===== src/rtl/lsu_ctrl.sv =====
// lsu_ctrl: load/store unit between the ALU address path and a word-wide data memory.
// Turns RV32I LB/LH/LW/LBU/LHU/SB/SH/SW into word-only memory accesses.
// Sub-word stores use read-modify-write. Load data is lane-selected and sign/zero-extended.
// Optional feature macro: LSU_MISALIGN_TRAP_EN. When it is defined, misaligned halfword/word
// accesses complete in one cycle with misalign=1 and do not touch memory.
//
// Handshake: the core raises req together with is_store/funct3/addr/store_data. The request
// is taken only while ready=1, which holds in IDLE only. A req seen while busy is dropped and
// is not queued. done pulses for one cycle when the access finishes. load_data and misalign
// are valid from that cycle onward.
module lsu_ctrl #(
    parameter int ADDR_W = 32
) (
    input  logic              clk,
    input  logic              rst,
    input  logic              req,
    input  logic              is_store,
    input  logic [2:0]        funct3,
    input  logic [ADDR_W-1:0] addr,
    input  logic [31:0]       store_data,
    output logic              ready,
    output logic              done,
    output logic [31:0]       load_data,
    output logic              misalign,
    output logic [ADDR_W-1:0] mem_addr,
    output logic              mem_we,
    output logic [31:0]       mem_wdata,
    input  logic [31:0]       mem_rdata,
    output logic [1:0]        dbg_state
);

    typedef enum logic [1:0] {
        S_IDLE = 2'd0,
        S_RD   = 2'd1,
        S_WR   = 2'd2,
        S_DONE = 2'd3
    } state_t;

    state_t            state;
    logic              st_q;
    logic [2:0]        f3_q;
    logic [ADDR_W-1:0] addr_q;
    logic [31:0]       sd_q;
    logic              trap;

    // Checks whether funct3 is a defined RV32I encoding for the access direction.
    function automatic logic f3_legal(input logic st, input logic [2:0] f3);
        logic ok;
        ok = 1'b0;
        case (f3)
            3'b000, 3'b001, 3'b010: ok = 1'b1;
            3'b100, 3'b101:         ok = !st;
            default:                ok = 1'b0;
        endcase
        return ok;
    endfunction

    // Selects the addressed lane and extends it. Undefined load encodings return 0.
    function automatic logic [31:0] load_extend(input logic [2:0] f3, input logic [1:0] lane,
                                                input logic [31:0] word);
        logic [31:0] shifted;
        logic [15:0] half;
        logic [31:0] res;
        shifted = word >> {lane, 3'b000};
        half    = lane[1] ? word[31:16] : word[15:0];
        case (f3)
            3'b000:  res = {{24{shifted[7]}}, shifted[7:0]};
            3'b100:  res = {24'd0, shifted[7:0]};
            3'b001:  res = {{16{half[15]}}, half};
            3'b101:  res = {16'd0, half};
            3'b010:  res = word;
            default: res = 32'd0;
        endcase
        return res;
    endfunction

    // Merges the store byte/halfword into the word read back from memory.
    function automatic logic [31:0] store_merge(input logic [2:0] f3, input logic [1:0] lane,
                                                input logic [31:0] old, input logic [31:0] sd);
        logic [31:0] m;
        m = old;
        if (f3 == 3'b000) begin
            m[{lane, 3'b000} +: 8] = sd[7:0];
        end else if (lane[1]) begin
            m[31:16] = sd[15:0];
        end else begin
            m[15:0] = sd[15:0];
        end
        return m;
    endfunction

`ifdef LSU_MISALIGN_TRAP_EN
    // A misaligned halfword or word request bypasses memory and completes with misalign set.
    always_comb begin
        trap = 1'b0;
        if (f3_legal(is_store, funct3)) begin
            if (funct3[1:0] == 2'b01) trap = addr[0];
            else if (funct3 == 3'b010) trap = (addr[1:0] != 2'b00);
        end
    end
`else
    // The offending low address bits are ignored, so no access ever traps.
    assign trap = 1'b0;
`endif

    // These outputs are decoded from state or from the latched address only.
    assign ready     = (state == S_IDLE);
    assign done      = (state == S_DONE);
    assign mem_addr  = {addr_q[ADDR_W-1:2], 2'b00};
    assign dbg_state = state;

    // Main access FSM. mem_wdata doubles as the read-modify-write buffer.
    always_ff @(posedge clk or posedge rst) begin
        if (rst) begin
            state     <= S_IDLE;
            st_q      <= 1'b0;
            f3_q      <= 3'd0;
            addr_q    <= '0;
            sd_q      <= 32'd0;
            mem_we    <= 1'b0;
            mem_wdata <= 32'd0;
            load_data <= 32'd0;
            misalign  <= 1'b0;
        end else begin
            case (state)
                S_IDLE: begin
                    misalign <= 1'b0;
                    if (req) begin
                        st_q   <= is_store;
                        f3_q   <= funct3;
                        addr_q <= addr;
                        sd_q   <= store_data;
                        if (trap) begin
                            misalign <= 1'b1;
                            state    <= S_DONE;
                        end else if (is_store && !f3_legal(1'b1, funct3)) begin
                            // An undefined store encoding writes nothing.
                            state <= S_DONE;
                        end else if (is_store && funct3 == 3'b010) begin
                            mem_we    <= 1'b1;
                            mem_wdata <= store_data;
                            state     <= S_WR;
                        end else begin
                            state <= S_RD;
                        end
                    end
                end
                S_RD: begin
                    if (st_q) begin
                        mem_we    <= 1'b1;
                        mem_wdata <= store_merge(f3_q, addr_q[1:0], mem_rdata, sd_q);
                        state     <= S_WR;
                    end else begin
                        load_data <= load_extend(f3_q, addr_q[1:0], mem_rdata);
                        state     <= S_DONE;
                    end
                end
                S_WR: begin
                    mem_we <= 1'b0;
                    state  <= S_DONE;
                end
                default: begin
                    state <= S_IDLE;
                end
            endcase
        end
    end

endmodule


===== config.mk =====
export PLATFORM = sky130hd
export DESIGN_NAME = lsu_ctrl
export DESIGN_NICKNAME = d
export VERILOG_FILES = /design/src/rtl/lsu_ctrl.sv
export SDC_FILE = /design/constraint.sdc
export NUM_CORES = 1
export LEC_CHECK = 0
export CAP_MARGIN = 20
export CORE_ASPECT_RATIO = 1.25
export CORE_UTILIZATION = 51
export DETAILED_ROUTE_END_ITERATION = 10
export PLACE_DENSITY = 0.93
export SKIP_CTS_REPAIR_TIMING = 1
export SYNTH_ARGS = -nofsm -noshare
export SYNTH_HDL_FRONTEND = slang
export SYNTH_SLANG_ARGS = --single-unit

===== constraint.sdc =====
create_clock -name clk -period 9.2 [get_ports clk]
set_input_delay 0.92 -clock clk [delete_from_list [all_inputs] [get_ports clk]]
set_output_delay 0.92 -clock clk [all_outputs]
set_load 0.05 [all_outputs]

==> flow_summary.yaml <==
synthesis:
  ys_seq_area_share_pct: 44.22
  synth.top_cell.area_share_pct: 44.22
  synth-seq-cells: 119
  yosysTopAreaCell: "dfrtp_1"
  synth.avg_cell_area_um2: 10.39
  syn_inst: 648
  ys.flop_type: "dfrtp_1"
  synth-edff-count: 0
  synth.distinct_cells: 51
  yosys_warnings: 0
  async_flop_share_pct: 100.0
  syn_area_mm2: 0.006734
  synth_area_leaders: "dfrtp_1, mux2_2, mux2i_1"
detailed_routing:
  wl_per_cell_um: 20.74
  drc: 0
  routed_wl_mm: 20.29
  drtIter0Drc: 464
  dr_total_vias: 5917
  viasPerCell: 6.050
  first_pass_iters: 6
  final_antenna_net_count: 0
global_route:
  grt_pass1_vias: 6045
  grt_pass1_wl_mm: 31.81
  grt_max_degree: 68
  grt_antenna_before_repair: 0
  gr-usage-all-layers_pct: 30.49
  overflow: 0
critical_path:
  critPathRequiredTime_ns: 8.28
  cp.arrival_ns: 2.10
  crit_type: "reg2out"
  critPathBufInv: 2
  cp_cell_sequence: "inv_1 > ha_1 > clkdlybuf4s50_1"
  slowest_stage: "clkdlybuf4s50_1"
  crit_fanout: 6
  startpoint_type: "flip-flop"
  cp_top_family: "buffers and inverters"
  critPathCaptureType: "primary output"
  cp_slowest_stage_delay_ns: 0.85
floorplan:
  die_h_um: 130.5
  rows: 46
  core_mm2: 0.01278
  die_x_um: 104.8
  initial_core_util_pct: 52.70
  ios: 205
  fp.dieArea_mm2: 0.01367
clock_network:
  clk_pin_slew_ns: 0.06
  clkSinkCount: 119
  cts_tree: "yes"
  htree_levels: 4
  cts_buffers: 17
  cts-root-buf: "clkbuf_16"
  clockBufferDepth: 2
  clk_latency_ns: 0.42
place:
  place_congestion: 0.9306
  dp_hpwl_mm: 14.35
  port_buffers: 201
  dpl_worst_slack_ns: 6.215
  dp.cells: 946
  place_area_mm2: 0.008523
outcome:
  status: "finished clean"
timing:
  setup_tns_ns: 0
  setup_ws_ns: 6.176
  slew_viol_final: 0
  max_freq_mhz: 330.7
  period_minus_slack_ns: 3.024
  setup_viol: 0
  grt_setup_unrepaired: "false"
  finalCritPeriodShare_pct: 32.87
  tightestPinTransition_ns: 1.135
  slew_headroom_pct: 23.27
  hold_viol: 0
  fin_skew_ns: 0.01049
final_layout:
  area_growth_pct: 36.10
  num_antenna_cells: 0
  final_cell_mix: "clkdlybuf4s50_1, dfrtp_1, mux2_2"
  drive_gt1_share_pct: 14.32
  layout.nets: 910
  stdcell_count: 978
  final_common_cell: "clkdlybuf4s50_1"
  design_area_mm2: 0.009165
power:
  power_density_mw_per_mm2: 443.9
  finalPower_mw: 4.068
  p_leak_nw: 3.859
  vdd_drop_max_v: 0.0002818
worst_hold_path:
  hp-class: "reg2reg"
job:
  cap_viol_max_count: 0
## kinds of logic after synthesis
group,count (synthesis),share of synthesized area [%]
simple gates,192,14.55
compound gates,125,15.09
flops,119,44.22
buf+inv,107,8.993
mux,95,15.42
fa+ha+maj,9,1.672
other cells,1,0.05569
## synth_stat cells (all sizes together), types with 2 or more instances
| cell type | number |
|---|---|
| a21oi | 3 |
| a221o | 31 |
| a221oi | 2 |
| a222oi | 6 |
| a31oi | 32 |
| buf | 63 |
| clkbuf | 19 |
| dfrtp | 119 |
| ha | 9 |
| inv | 25 |
| mux2 | 60 |
| mux2i | 34 |
| nand2 | 57 |
| nand2b | 37 |
| nand3 | 21 |
| nand4bb | 2 |
| nor2 | 38 |
| nor2b | 13 |
| nor3 | 6 |
| nor4 | 4 |
| nor4bb | 2 |
| o211ai | 21 |
| o21ai | 5 |
| o22ai | 10 |
| o311ai | 9 |
| o31ai | 2 |
| or3 | 2 |
| or3b | 2 |
## flip-flops by register name, indices dropped and copies added (netlist names)
signal,flops
mem_wdata,32
st_q,1
dbg_state,2
addr_q,32
sd_q,16
load_data,32
f3_q,3
mem_we,1
## stage by stage
stage,hold slack (ns),utilization [%]
3_5_place_dp,0.4922,66.71
3_3_place_gp,0.4889,66.67
2_1_floorplan,0.4807,-
4_1_cts,0.5105,71.67
5_1_grt,0.5174,71.73
6_report,0.5090,71.73
## power breakdown
part           internal [mW]  leakage (nW)  total [mW]  switching [mW]
registers              0.787          1.42        1.01           0.222
logic                  0.877          2.14        2.35            1.47
clock network          0.462         0.300       0.715           0.252
total                   2.13          3.86        4.07            1.94
## final timing paths
| path | from | endpoint | slack (ns) | cells past startpoint |
|---|---|---|---|---|
| max in group asynchronous | rst | load_data[23] | 6.94 | 3 |
| worst min-delay path | addr_q[7] | addr_q[7] | 0.51 | 1 |
| min in group asynchronous | rst | addr_q[17] | 0.95 | 2 |
| worst min register to register | addr_q[7] | addr_q[7] | 0.51 | 1 |
| worst max-delay path | dbg_state[0] | ready | 6.18 | 3 |
| worst max register to register | addr_q[0] | mem_wdata[30] | 6.22 | 6 |
## layer usage
layer  wire [µm]  global-route usage [%]
met4        1306                   21.96
met1        7675                   35.09
met2        9933                   50.53
met5           0                       0
met3        1372                   7.242
## final cells by class
type / instances / area, µm²
clock inverter: 13 / 195.2
timing repair buffer: 211 / 2085
multi-input combinational: 424 / 3161
fill: 928 / 3612
sequential: 119 / 2979
inverter: 25 / 96.34
clock buffer: 18 / 439.2
tap: 168 / 210.2
Note: power is estimated with default switching activity, not from simulation.
